--- src/rtl/drop_sequencer.sv ---
// Per-piece game-flow controller: sequences drop, lock delay, lock, line clear and spawn
// over req/ack handshakes, and tracks cleared lines and the level fed to the gravity divider.
module drop_sequencer #(
   parameter int unsigned LOCK_DELAY      = 25000000,
   parameter int unsigned MAX_LOCK_RESETS = 15,
   parameter int unsigned LINES_PER_LEVEL = 10,
   parameter int unsigned MAX_LEVEL       = 7
) (
   input  logic        CLK,
   input  logic        RESET_N,
   input  logic        start,
   input  logic        piece_clk,
   input  logic        hard_drop,
   input  logic        shift_done,
   output logic        down_req,
   input  logic        down_ack,
   input  logic        down_blocked,
   output logic        lock_req,
   input  logic        clear_done,
   input  logic [2:0]  lines_cleared,
   output logic        spawn_req,
   input  logic        spawn_ack,
   input  logic        spawn_fail,
   output logic [2:0]  level,
   output logic [15:0] lines_total,
   output logic        game_over
);

   localparam int unsigned CntW = (LOCK_DELAY > 1) ? $clog2(LOCK_DELAY) : 1;
   localparam int unsigned RcW  = (MAX_LOCK_RESETS > 0) ? $clog2(MAX_LOCK_RESETS + 1) : 1;
   localparam int unsigned RemW = $clog2(LINES_PER_LEVEL + 4);

   localparam logic [CntW-1:0] LockLast    = CntW'(LOCK_DELAY - 1);
   localparam logic [RcW-1:0]  ResetsMax   = RcW'(MAX_LOCK_RESETS);
   localparam logic [RemW-1:0] LinesPerLvl = RemW'(LINES_PER_LEVEL);
   localparam logic [2:0]      LevelMax    = 3'(MAX_LEVEL);

   localparam logic [2:0] StIdle     = 3'd0;
   localparam logic [2:0] StSpawn    = 3'd1;
   localparam logic [2:0] StFall     = 3'd2;
   localparam logic [2:0] StDropWait = 3'd3;
   localparam logic [2:0] StLockWait = 3'd4;
   localparam logic [2:0] StLock     = 3'd5;
   localparam logic [2:0] StClear    = 3'd6;
   localparam logic [2:0] StOver     = 3'd7;

   logic [2:0]      state_q, state_d;
   logic            hd_q, hd_d;
   logic [CntW-1:0] cnt_q, cnt_d;
   logic [RcW-1:0]  rc_q, rc_d;
   logic [2:0]      level_q, level_d;
   logic [15:0]     total_q, total_d;
   logic [RemW-1:0] rem_q, rem_d;
   logic            down_req_q, down_req_d;
   logic            spawn_req_q, spawn_req_d;
   logic            lock_req_q, lock_req_d;
   logic            game_over_q, game_over_d;

   logic            down_fire;
   logic            spawn_fire;
   logic            clear_fire;
   logic            new_game;
   logic            shift_ok;
   logic [16:0]     lines_sum;
   logic [RemW-1:0] rem_sum;

   // An ack only counts while the matching request is actually outstanding.
   assign down_fire  = (state_q == StDropWait) && down_req_q && down_ack;
   assign spawn_fire = (state_q == StSpawn) && spawn_req_q && spawn_ack;
   assign clear_fire = (state_q == StClear) && clear_done;
   assign new_game   = ((state_q == StIdle) || (state_q == StOver)) && start;
   assign shift_ok   = shift_done && (rc_q < ResetsMax);

   assign lines_sum = {1'b0, total_q} + {14'd0, lines_cleared};
   assign rem_sum   = rem_q + RemW'(lines_cleared);

   always_comb begin
      state_d = state_q;
      hd_d    = hd_q;
      cnt_d   = cnt_q;
      rc_d    = rc_q;
      case (state_q)
         StIdle: begin
            if (new_game) begin
               state_d = StSpawn;
            end
         end
         StSpawn: begin
            if (spawn_fire) begin
               if (spawn_fail) begin
                  state_d = StOver;
               end else begin
                  state_d = StFall;
                  rc_d    = '0;
                  hd_d    = 1'b0;
               end
            end
         end
         StFall: begin
            if (hard_drop) begin
               hd_d    = 1'b1;
               state_d = StDropWait;
            end else if (piece_clk) begin
               state_d = StDropWait;
            end
         end
         StDropWait: begin
            if (down_fire) begin
               if (!down_blocked) begin
                  // A hard drop keeps stepping down until the board reports a collision.
                  if (!hd_q) begin
                     state_d = StFall;
                     cnt_d   = '0;
                  end
               end else if (hd_q) begin
                  state_d = StLock;
               end else begin
                  state_d = StLockWait;
                  cnt_d   = '0;
               end
            end
         end
         StLockWait: begin
            cnt_d = cnt_q + CntW'(1);
            if (hard_drop) begin
               state_d = StLock;
            end else if (cnt_q == LockLast) begin
               state_d = StLock;
            end else if (piece_clk) begin
               state_d = StDropWait;
               hd_d    = 1'b0;
            end else if (shift_ok) begin
               cnt_d = '0;
               rc_d  = rc_q + RcW'(1);
            end
         end
         StLock: begin
            state_d = StClear;
         end
         StClear: begin
            if (clear_fire) begin
               state_d = StSpawn;
            end
         end
         StOver: begin
            if (new_game) begin
               state_d = StSpawn;
            end
         end
         default: begin
            state_d = StIdle;
         end
      endcase
   end

   // Score keeping: saturating line total, level advances on each remainder wrap.
   always_comb begin
      level_d = level_q;
      total_d = total_q;
      rem_d   = rem_q;
      if (new_game) begin
         level_d = '0;
         total_d = '0;
         rem_d   = '0;
      end else if (clear_fire) begin
         total_d = lines_sum[16] ? 16'hFFFF : lines_sum[15:0];
         if (rem_sum >= LinesPerLvl) begin
            rem_d = rem_sum - LinesPerLvl;
            if (level_q < LevelMax) begin
               level_d = level_q + 3'd1;
            end
         end else begin
            rem_d = rem_sum;
         end
      end
   end

   // down_req drops for the cycle after an accepted ack even when staying in DROP_WAIT.
   always_comb begin
      down_req_d  = (state_d == StDropWait) && !down_fire;
      spawn_req_d = (state_d == StSpawn);
      lock_req_d  = (state_d == StLock);
      game_over_d = (state_d == StOver);
   end

   always_ff @(posedge CLK or negedge RESET_N) begin
      if (!RESET_N) begin
         state_q     <= StIdle;
         hd_q        <= 1'b0;
         cnt_q       <= '0;
         rc_q        <= '0;
         level_q     <= '0;
         total_q     <= '0;
         rem_q       <= '0;
         down_req_q  <= 1'b0;
         spawn_req_q <= 1'b0;
         lock_req_q  <= 1'b0;
         game_over_q <= 1'b0;
      end else begin
         state_q     <= state_d;
         hd_q        <= hd_d;
         cnt_q       <= cnt_d;
         rc_q        <= rc_d;
         level_q     <= level_d;
         total_q     <= total_d;
         rem_q       <= rem_d;
         down_req_q  <= down_req_d;
         spawn_req_q <= spawn_req_d;
         lock_req_q  <= lock_req_d;
         game_over_q <= game_over_d;
      end
   end

   assign down_req    = down_req_q;
   assign spawn_req   = spawn_req_q;
   assign lock_req    = lock_req_q;
   assign game_over   = game_over_q;
   assign level       = level_q;
   assign lines_total = total_q;

   a_one_request: assert property (@(posedge CLK) disable iff (!RESET_N)
      $onehot0({down_req_q, spawn_req_q, lock_req_q}));

   a_lock_pulse: assert property (@(posedge CLK) disable iff (!RESET_N)
      lock_req_q |=> !lock_req_q);

endmodule

--- config.mk ---
export PLATFORM = sky130hd
export DESIGN_NAME = drop_sequencer
export DESIGN_NICKNAME = d
export VERILOG_FILES = /design/src/rtl/drop_sequencer.sv
export SDC_FILE = /design/constraint.sdc
export NUM_CORES = 1
export LEC_CHECK = 0
export BUFFER_PORTS_ARGS = -buffer_cell sky130_fd_sc_hd__buf_2
export CORE_ASPECT_RATIO = 0.8
export CORE_MARGIN = 10
export CORE_UTILIZATION = 40
export CTS_CLUSTER_SIZE = 16
export DETAILED_ROUTE_END_ITERATION = 6
export GPL_TIMING_DRIVEN = 0
export HOLD_SLACK_MARGIN = 0.1
export MAX_ROUTING_LAYER = met4
export SYNTH_ARGS = -nofsm -noshare
export SYNTH_HDL_FRONTEND = slang
export SYNTH_SLANG_ARGS = --single-unit
--- constraint.sdc ---
create_clock -name CLK -period 3.71 [get_ports CLK]
set_input_delay 0.371 -clock CLK [delete_from_list [all_inputs] [get_ports CLK]]
set_output_delay 0.371 -clock CLK [all_outputs]
set_load 0.005 [all_outputs]
==> results of run 1 <==
placed cells by master, fill, tap and decap left out, drive strengths merged, types with 10 or more instances in the layout:
cell type	instances
dfrtp	60
nand2	47
buf	41
clkbuf	27
o21ai	25
nand4	24
nand3	24
a31oi	17
a21oi	17
inv	16
nor2	13
nor3	11
ha	10
kinds of logic after synthesis:
kind of cell               synth area share (%)
buffers and inverters                      4.60
DFF                                        40.6
adders and majority gates                  4.47
muxes                                      2.17
and+or+nand+nor                            26.4
AOI/OAI and AO/OA                          20.6
xor gates and xnor gates                   1.18
power breakdown:
part	internal [mW]	switching [mW]	total, mW	leakage (nW)
clock	0.465	0.298	0.763	0.135
sequential	0.742	0.0782	0.820	0.820
combinational	0.234	0.394	0.628	0.877
final cells by class:
class                      count  share of cell area [%]
timing repair buffer          36                    4.25
inverter                      16                    1.40
tap                          115                    3.35
clock buffer                  11                    5.65
multi-input combinational    313                    47.2
clock inverter                 5                   0.641
buffer                        21                    2.56
sequential                    60                    35.0
synth_stat cells (3+ instances only):
| master | instances |
|---|---|
| a211oi_1 | 3 |
| a21oi_1 | 17 |
| a22oi_1 | 4 |
| a31oi_1 | 17 |
| and2_1 | 6 |
| and3_1 | 9 |
| and4_1 | 5 |
| buf_6 | 4 |
| clkbuf_1 | 16 |
| dfrtp_1 | 60 |
| ha_1 | 10 |
| inv_1 | 16 |
| mux2i_1 | 8 |
| nand2_1 | 46 |
| nand2b_1 | 6 |
| nand3_1 | 24 |
| nand4_1 | 24 |
| nor2_1 | 13 |
| nor2b_1 | 3 |
| nor3_1 | 11 |
| o211a_1 | 3 |
| o211ai_1 | 6 |
| o21a_1 | 6 |
| o21ai_0 | 24 |
| o22ai_1 | 4 |
| o311ai_1 | 7 |
| o31ai_1 | 4 |
| or2_2 | 3 |
| or3_1 | 4 |
| or4_1 | 4 |
| xnor2_1 | 3 |
per-layer routing:
metal	global-route usage, %	vias to the layer above	wire length, um
met3	3.38	12	548
met1	20.0	1623	4830
met2	22.6	90	4430
li1	-	1661	-
met5	-	-	0
met4	4.79	0	104
registers in the layout, summed over array words and instances, names as in the netlist:
| name | count |
|---|---|
| cnt_q | 25 |
| down_req | 1 |
| game_over | 1 |
| hd_q | 1 |
| level | 3 |
| lines_total | 16 |
| lock_req | 1 |
| rc_q | 4 |
| rem_q | 4 |
| spawn_req | 1 |
| state_q | 3 |
worst max path at each step:
stage,startpoint,endpoint,slack (ns),depth (start not counted)
final,state_q[0],down_req,1.08,6
after global routing,state_q[0],down_req,0.90,6
after CTS,state_q[0],down_req,1.12,6
after detailed placement,lines_cleared[0],lines_total[6],1.17,10
after global placement,lines_cleared[0],lines_total[6],1.19,10
after floorplan,cnt_q[6],cnt_q[20],1.49,5
worst reg2reg max path, stage by stage (launching register included):
cell,delay (ns)
dfrtp_1,0.36
clkbuf_1,0.19
or3b_2,0.49
clkbuf_1,0.23
nor4b_1,0.58
o21ai_0,0.33
nor4b_1,0.35
per-stage QoR:
stage	utilization [%]	power (mW)	cells	setup slack, ns
after floorplan	-	1.26	410	1.49
after global placement	44.5	1.44	561	1.19
after detailed placement	44.5	1.45	561	1.17
after CTS	47.5	2.22	577	1.12
after global routing	47.5	2.36	577	0.898
final	47.5	2.21	577	1.08
==> results.toml, run 1 <==
[drt]
antenna_left = 0
first_pass_iters = 5
wl_per_cell_um = 17.2
vias = 3386
drtIter0Drc = 272
avgViaCountPerCell = 5.87
drc = 0
drt-total-wl_um = 9920

[min_path]
hold_class = "input port to async pin"

[sta]
hold_viol_final = 0
fmax_ghz = 0.380
finalClockSkew_ns = 0.00596
setup_viol = 0
slew_headroom_pct = 12.3
worst_pin_slew_ns = 1.30
rsz0062_at_grt = "no"
whs_ns = 0.124
drv_slew = 0
fin_tns_setup_ns = 0
finalCritPeriodShare_pct = 71.0
fin_crit_ns = 2.63

[cts]
clkLatencyLatePin_ns = 0.33
ctsResizeCount = 0
clkSinkCount = 60
cts_setup_buffers = 0
root_buffer = "clkbuf_16"
clkSlewWorstSetupHoldPaths_ns = 0.05
clock_path_buffers = 2
htreeDepth = 3
numCtsBuffers = 9
hold_buffers = 0
cts_tree = "built"

[synthesis]
ys_seq_elements = 60
synth-main-ff-cell = "dfrtp_1"
yosysSeqAreaShare_pct = 40.6
yosys.cell_types.count = 59
async_flop_share_pct = 100
synth_top_area_share_pct = 40.6
syn_area_um2 = 3700
syn_nets = 436
postSynthAreaPerCell_um2 = 9.02
ys.warnings.count = 0
syn_inst = 410
synth-edff-count = 0
synth_largest_area_cell = "dfrtp_1"
yosys-top-cells-area = "dfrtp_1 (41%), nand2_1 (4.7%), nand4_1 (4.1%)"

[critical_path]
critPathBufInv = 2
crit_chain = "clkbuf_1, or3b_2, clkbuf_1, nor4b_1, o21ai_0, nor4b_1"
ff2ff_setup_slack_ns = 1.08
worstSetupStartpointType = "flop"
reg2reg_depth = 6
cp_top_family = "simple AND/OR/NAND/NOR gates"
worst_path_largest_cell_delay_ns = 0.58
cp_slowest_cell = "nor4b_1"
regToRegStartpoint = "state_q[0]"
arrival_ns = 2.86
end_kind = "flop"
path_class = "flop to flop"
cp.required_ns = 3.93
worst-path-max-fanout = 9
r2r-end = "down_req"

[power_and_ir_drop]
total_leakage_power_nw = 1.83
powerDensity_nw_per_um2 = 515
ir_worst_vdd_mv = 0.458

[cells_and_area]
num-nets-final = 483
fill_cells = 878
areaGrowthSynthToFinish_pct = 16.1
fin_area_um2 = 4300
diodes = 0
multi_input_area_um2 = 2030
seq_area_um2 = 1500
drive_gt1_share_pct = 14.7

[placement]
hpwl_um = 6940
dpl_cell_area_um2 = 4030
routabilityCongestion = 0.846
numPortBuffers = 36

[run]
maxCapViolCount = 0

[die]
core_area_um2 = 9040
die_h_um = 106
die_x_um = 128
start_util_pct = 40.9
ioPinCount = 37
die-area_um2 = 13500
num_rows = 31

[outcome]
status = "finished clean"

[global_route]
grt_pass1_vias = 3220
grt_antenna_before_repair = 0
grt_first_pass_wirelength_um = 16500
grt_max_degree = 61
grtUsageTotal_pct = 15.1
overflow = 0
No activity file was read; power rests on OpenSTA's default activity.
==> run 2, diff against run 1 <==
==> constraint.sdc (replaced) <==
create_clock -name CLK -period 2.68 [get_ports CLK]
set_input_delay 0.268 -clock CLK [delete_from_list [all_inputs] [get_ports CLK]]
set_output_delay 0.268 -clock CLK [all_outputs]
set_load 0.005 [all_outputs]
==> results.toml, run 2 (synthesis results as in run 1) <==
[drt]
drc = 0
first_pass_iters = 5
drt-total-wl_um = 10000
avgViaCountPerCell = 5.96
drtIter0Drc = 264
wl_per_cell_um = 17.3
vias = 3439
antenna_left = 0

[power_and_ir_drop]
internal-power_mw = 2.00
seqPwrFrac_pct = 36.9
total_leakage_power_nw = 1.85
powerDensity_nw_per_um2 = 712
switching_power_mw = 1.08
ir_worst_vdd_mv = 0.639
netSwitchingFraction_pct = 35.0
power_mw = 3.07
comb_power_share_pct = 28.5
power_frac_clock_pct = 34.6

[critical_path]
end_kind = "flop"
cp.required_ns = 2.92
worst-path-max-fanout = 10
regToRegStartpoint = "cnt_q[6]"
worstSetupStartpointType = "flop"
ff2ff_setup_slack_ns = 0.17
arrival_ns = 2.75
reg2reg_depth = 6
path_class = "flop to flop"
r2r-end = "cnt_q[6]"

[placement]
routabilityCongestion = 0.846
numPortBuffers = 36
hpwl_um = 6940

[sta]
hold_viol_final = 0
fin_crit_ns = 2.51
finalClockSkew_ns = 0.00535
finalCritPeriodShare_pct = 93.6
setup_viol = 0
slew_headroom_pct = 8.75
drv_slew = 0
worst_pin_slew_ns = 1.36
fmax_ghz = 0.399

[cts]
cts_tree = "built"
clock_path_buffers = 2
clkSinkCount = 60
numCtsBuffers = 9
htreeDepth = 3
clkLatencyLatePin_ns = 0.33
root_buffer = "clkbuf_16"
clkSlewWorstSetupHoldPaths_ns = 0.06

[cells_and_area]
layout_commonest_cell = "dfrtp_1"
seq_area_um2 = 1500
fill_cells = 880
diodes = 0
num-nets-final = 483
areaGrowthSynthToFinish_pct = 16.7
largest_reg_flops = 25
fin_util_pct = 47.8
multi_input_area_um2 = 2040
drive_gt1_share_pct = 15.2
regMostFlops = "cnt_q"
layout_common_cells = "dfrtp_1 (60), nand2_1 (46), buf_2 (36)"

[die]
die_h_um = 106
ioPinCount = 37
num_rows = 31
die-area_um2 = 13500
start_util_pct = 40.9
core_area_um2 = 9040
die_x_um = 128

[min_path]
hold_class = "input port to flop"
whs_path_depth = 3
hold_end = "hd_q"
hp-start = "hard_drop"

[run]
maxCapViolCount = 0

[global_route]
grt_first_pass_wirelength_um = 16500
overflow = 0
grt_antenna_before_repair = 0
grt_max_degree = 61
grt_pass1_vias = 3226
grtUsageTotal_pct = 15.1

[outcome]
status = "finished clean"
run 2: how the worst max path moves through the flow:
stage	from	cells past startpoint	endpoint	slack, ns
global route	state_q[2]	5	cnt_q[21]	-0.005
detailed placement	state_q[0]	6	down_req	0.16
CTS	state_q[0]	6	down_req	0.09
finish	cnt_q[6]	6	cnt_q[6]	0.17
floorplan	cnt_q[6]	5	cnt_q[20]	0.46
global placement	cnt_q[0]	6	cnt_q[20]	0.16
run 2: what timing repair did:
item                       4_1_cts  5_1_grt
setup endpoints to repair        0        7
gates resized for setup          0        4
setup buffers                    0        0
hold buffers                     1        0
hold endpoints to repair        60        0
run 2: metal layers:
metal  part of all wire [%]  vias to the layer above  GRT usage, %
met3                    5.5                       13          3.38
met2                     44                      103          22.6
li1                       -                     1662             -
met4                    1.1                        0          4.79
met5                      0                        -             -
met1                     49                     1661          20.0
run 2: final cells by class:
type / instances / share of cell area [%]
inverter: 16 / 1.39
clock buffer: 11 / 5.62
clock inverter: 5 / 0.637
multi-input combinational: 313 / 47.3
tap: 115 / 3.33
timing repair buffer: 37 / 4.46
sequential: 60 / 34.8
buffer: 20 / 2.49
run 2: worst max-delay path, stage by stage, from the launching register on:
cell and delay (ns):
dfrtp_1 0.45, or4_1 0.57, or4_4 0.52, o21ai_4 0.25, nand2_2 0.21, buf_6 0.25
o31ai_1 0.18
run 2: through the flow:
step / hold WS, ns / setup slack (ns) / area [um^2] / setup TNS [ns] / instances
floorplan: -0.0276 / 0.462 / 3700 / 0 / 410
global placement: 0.464 / 0.161 / 4020 / 0 / 561
detailed placement: 0.411 / 0.155 / 4030 / 0 / 561
CTS: 0.273 / 0.0883 / 4310 / 0 / 578
global route: 0.316 / -0.00467 / 4320 / -0.00467 / 577
finish: 0.283 / 0.172 / 4320 / 0 / 577
run 2: power by group through the flow:
stage / registers [mW] / logic [mW] / clock network [mW]
floorplan: 1.13 / 0.612 / 0
global placement: 1.14 / 0.849 / 0
detailed placement: 1.15 / 0.864 / 0
CTS: 1.13 / 0.867 / 1.08
global route: 1.15 / 0.996 / 1.11
finish: 1.13 / 0.874 / 1.06
==> run 3, diff against run 2 <==
--- a/config.mk
+++ b/config.mk
@@ -7,13 +7,14 @@
 export LEC_CHECK = 0
 export BUFFER_PORTS_ARGS = -buffer_cell sky130_fd_sc_hd__buf_2
 export CORE_ASPECT_RATIO = 0.8
-export CORE_MARGIN = 10
+export CORE_MARGIN = 3
 export CORE_UTILIZATION = 40
 export CTS_CLUSTER_SIZE = 16
 export DETAILED_ROUTE_END_ITERATION = 6
 export GPL_TIMING_DRIVEN = 0
 export HOLD_SLACK_MARGIN = 0.1
 export MAX_ROUTING_LAYER = met4
+export SETUP_SLACK_MARGIN = 0.3
 export SYNTH_ARGS = -nofsm -noshare
 export SYNTH_HDL_FRONTEND = slang
 export SYNTH_SLANG_ARGS = --single-unit
==> results.toml, run 3 (synthesis results as in run 1) <==
[critical_path]
crit_end = "cnt_q[20]"
cp_top_family = "simple AND/OR/NAND/NOR gates"
crit_chain = "or4_4, or4_4, o21ai_4, buf_6, or4b_1, nand3_1"
arrival_ns = 2.60
critPathMostFrequentCell = "or4_4"
cp.required_ns = 2.95
cp_slowest_cell = "or4_4"
r2r-end = "cnt_q[20]"
worst-path-max-fanout = 5
reg2reg_depth = 6
path_class = "flop to flop"
worstSetupStartpointType = "flop"
ff2ff_setup_slack_ns = 0.35
cp.depth = 6
crit_path_start = "cnt_q[8]"
end_kind = "flop"
critPathBufInv = 1
worst_path_largest_cell_delay_ns = 0.52
regToRegStartpoint = "cnt_q[8]"

[global_route]
overflow = 0
grt_max_degree = 61
grtUsageTotal_pct = 20.2
grt_antenna_before_repair = 0
grt_pass1_vias = 3339
grt_first_pass_wirelength_um = 16600

[drt]
drtIter0Drc = 193
drt-total-wl_um = 10000
avgViaCountPerCell = 5.90
antenna_left = 0
wl_per_cell_um = 17.0
first_pass_iters = 5
vias = 3488
drc = 0

[power_and_ir_drop]
power_mw = 3.23
powerDensity_nw_per_um2 = 707
netSwitchingFraction_pct = 34.0
internal-power_mw = 2.14
seqPwrFrac_pct = 35.1
ir_worst_vdd_mv = 0.316
power_frac_clock_pct = 35.8
switching_power_mw = 1.10
total_leakage_power_nw = 1.99
comb_power_share_pct = 29.1

[placement]
routabilityCongestion = 0.843
dpl_cell_area_um2 = 4020
numPortBuffers = 36
pre_cts_ws_ns = 0.163
hpwl_um = 6670
placed_cells = 558

[cells_and_area]
diodes = 0
regMostFlops = "cnt_q"
largest_reg_flops = 25
fin_area_um2 = 4580
layout_commonest_cell = "dfrtp_1"
areaGrowthSynthToFinish_pct = 23.7
layout_common_cells = "dfrtp_1 (58), nand2_1 (46), buf_2 (36)"
num-nets-final = 500
layout.cells.non_filler = 591
fin_util_pct = 52.3
drive_gt1_share_pct = 21.1

[cts]
clkSlewWorstSetupHoldPaths_ns = 0.05
numCtsBuffers = 9
clock_path_buffers = 2
htreeDepth = 3
clkLatencyLatePin_ns = 0.33
root_buffer = "clkbuf_16"
clkSinkCount = 60
cts_tree = "built"

[sta]
whs_ns = 0.275
drv_slew = 0
rsz0062_at_grt = "yes"
fin_crit_ns = 2.33
finalCritPeriodShare_pct = 87.0
setup_viol = 0
setup_slack_ns = 0.349
fin_tns_setup_ns = 0
hold_viol_final = 0
worst_pin_slew_ns = 0.844
fmax_ghz = 0.429
slew_headroom_pct = 43.3
finalClockSkew_ns = 0.00373

[run]
maxCapViolCount = 0

[min_path]
hold_class = "input port to flop"

[die]
core_area_um2 = 8750
num_rows = 30
start_util_pct = 42.3
die-area_um2 = 10400
ioPinCount = 37
die_h_um = 92.0
die_x_um = 114

[outcome]
status = "finished clean"
## run 3: changes by cell type in the layout (fill, tap and decap cells not counted), sizes merged
cell / delta
buf: +16
bufinv: +1
clkinv: -1
clkinvlp: +1
## run 3: power by group through the flow
stage | clock network, mW | logic (mW) | registers (mW)
after floorplan | 0 | 0.612 | 1.13
after global placement | 0 | 0.855 | 1.14
after detailed placement | 0 | 0.868 | 1.15
after CTS | 1.18 | 0.887 | 1.13
after global routing | 1.23 | 1.07 | 1.15
final | 1.16 | 0.941 | 1.13
## run 3: area by class of cell
cell class / instances / area, um^2
buffer: 21 / 120
sequential: 60 / 1500
clock buffer: 10 / 239
timing repair buffer: 53 / 334
fill: 808 / 4170
tap: 112 / 140
multi-input combinational: 313 / 2120
clock inverter: 6 / 63.8
inverter: 16 / 60.1
## run 3: timing repair
action | CTS | global route
hold buffers | 1 | 0
gates cloned | 0 | 1
setup endpoints to repair | 27 | 39
pin swaps | 0 | 6
endpoints found under the hold margin | 60 | 0
setup buffers | 4 | 11
gates resized for setup | 5 | 25
## run 3: routing by layer
layer / vias up / GRT usage [%] / part of all wire (%)
li1: 1699 / - / -
met5: - / - / 0
met2: 103 / 27.2 / 42
met3: 12 / 5.61 / 6.1
met1: 1674 / 29.1 / 50
met4: 0 / 6.61 / 1.2
## run 3: worst min-delay path: stages
cell and delay (ns):
buf_2 0.10, nor4_1 0.08, a21oi_1 0.11
## run 3: worst min path at each step
stage,startpoint,endpoint,slack (ns),cells past startpoint
2_1_floorplan,RESET_N,cnt_q[0],-0.03,0
3_5_place_dp,RESET_N,cnt_q[20],0.41,1
3_3_place_gp,cnt_q[21],cnt_q[21],0.47,1
4_1_cts,spawn_fail,rc_q[2],0.27,3
6_report,spawn_fail,rc_q[2],0.27,3
5_1_grt,spawn_fail,rc_q[3],0.31,3
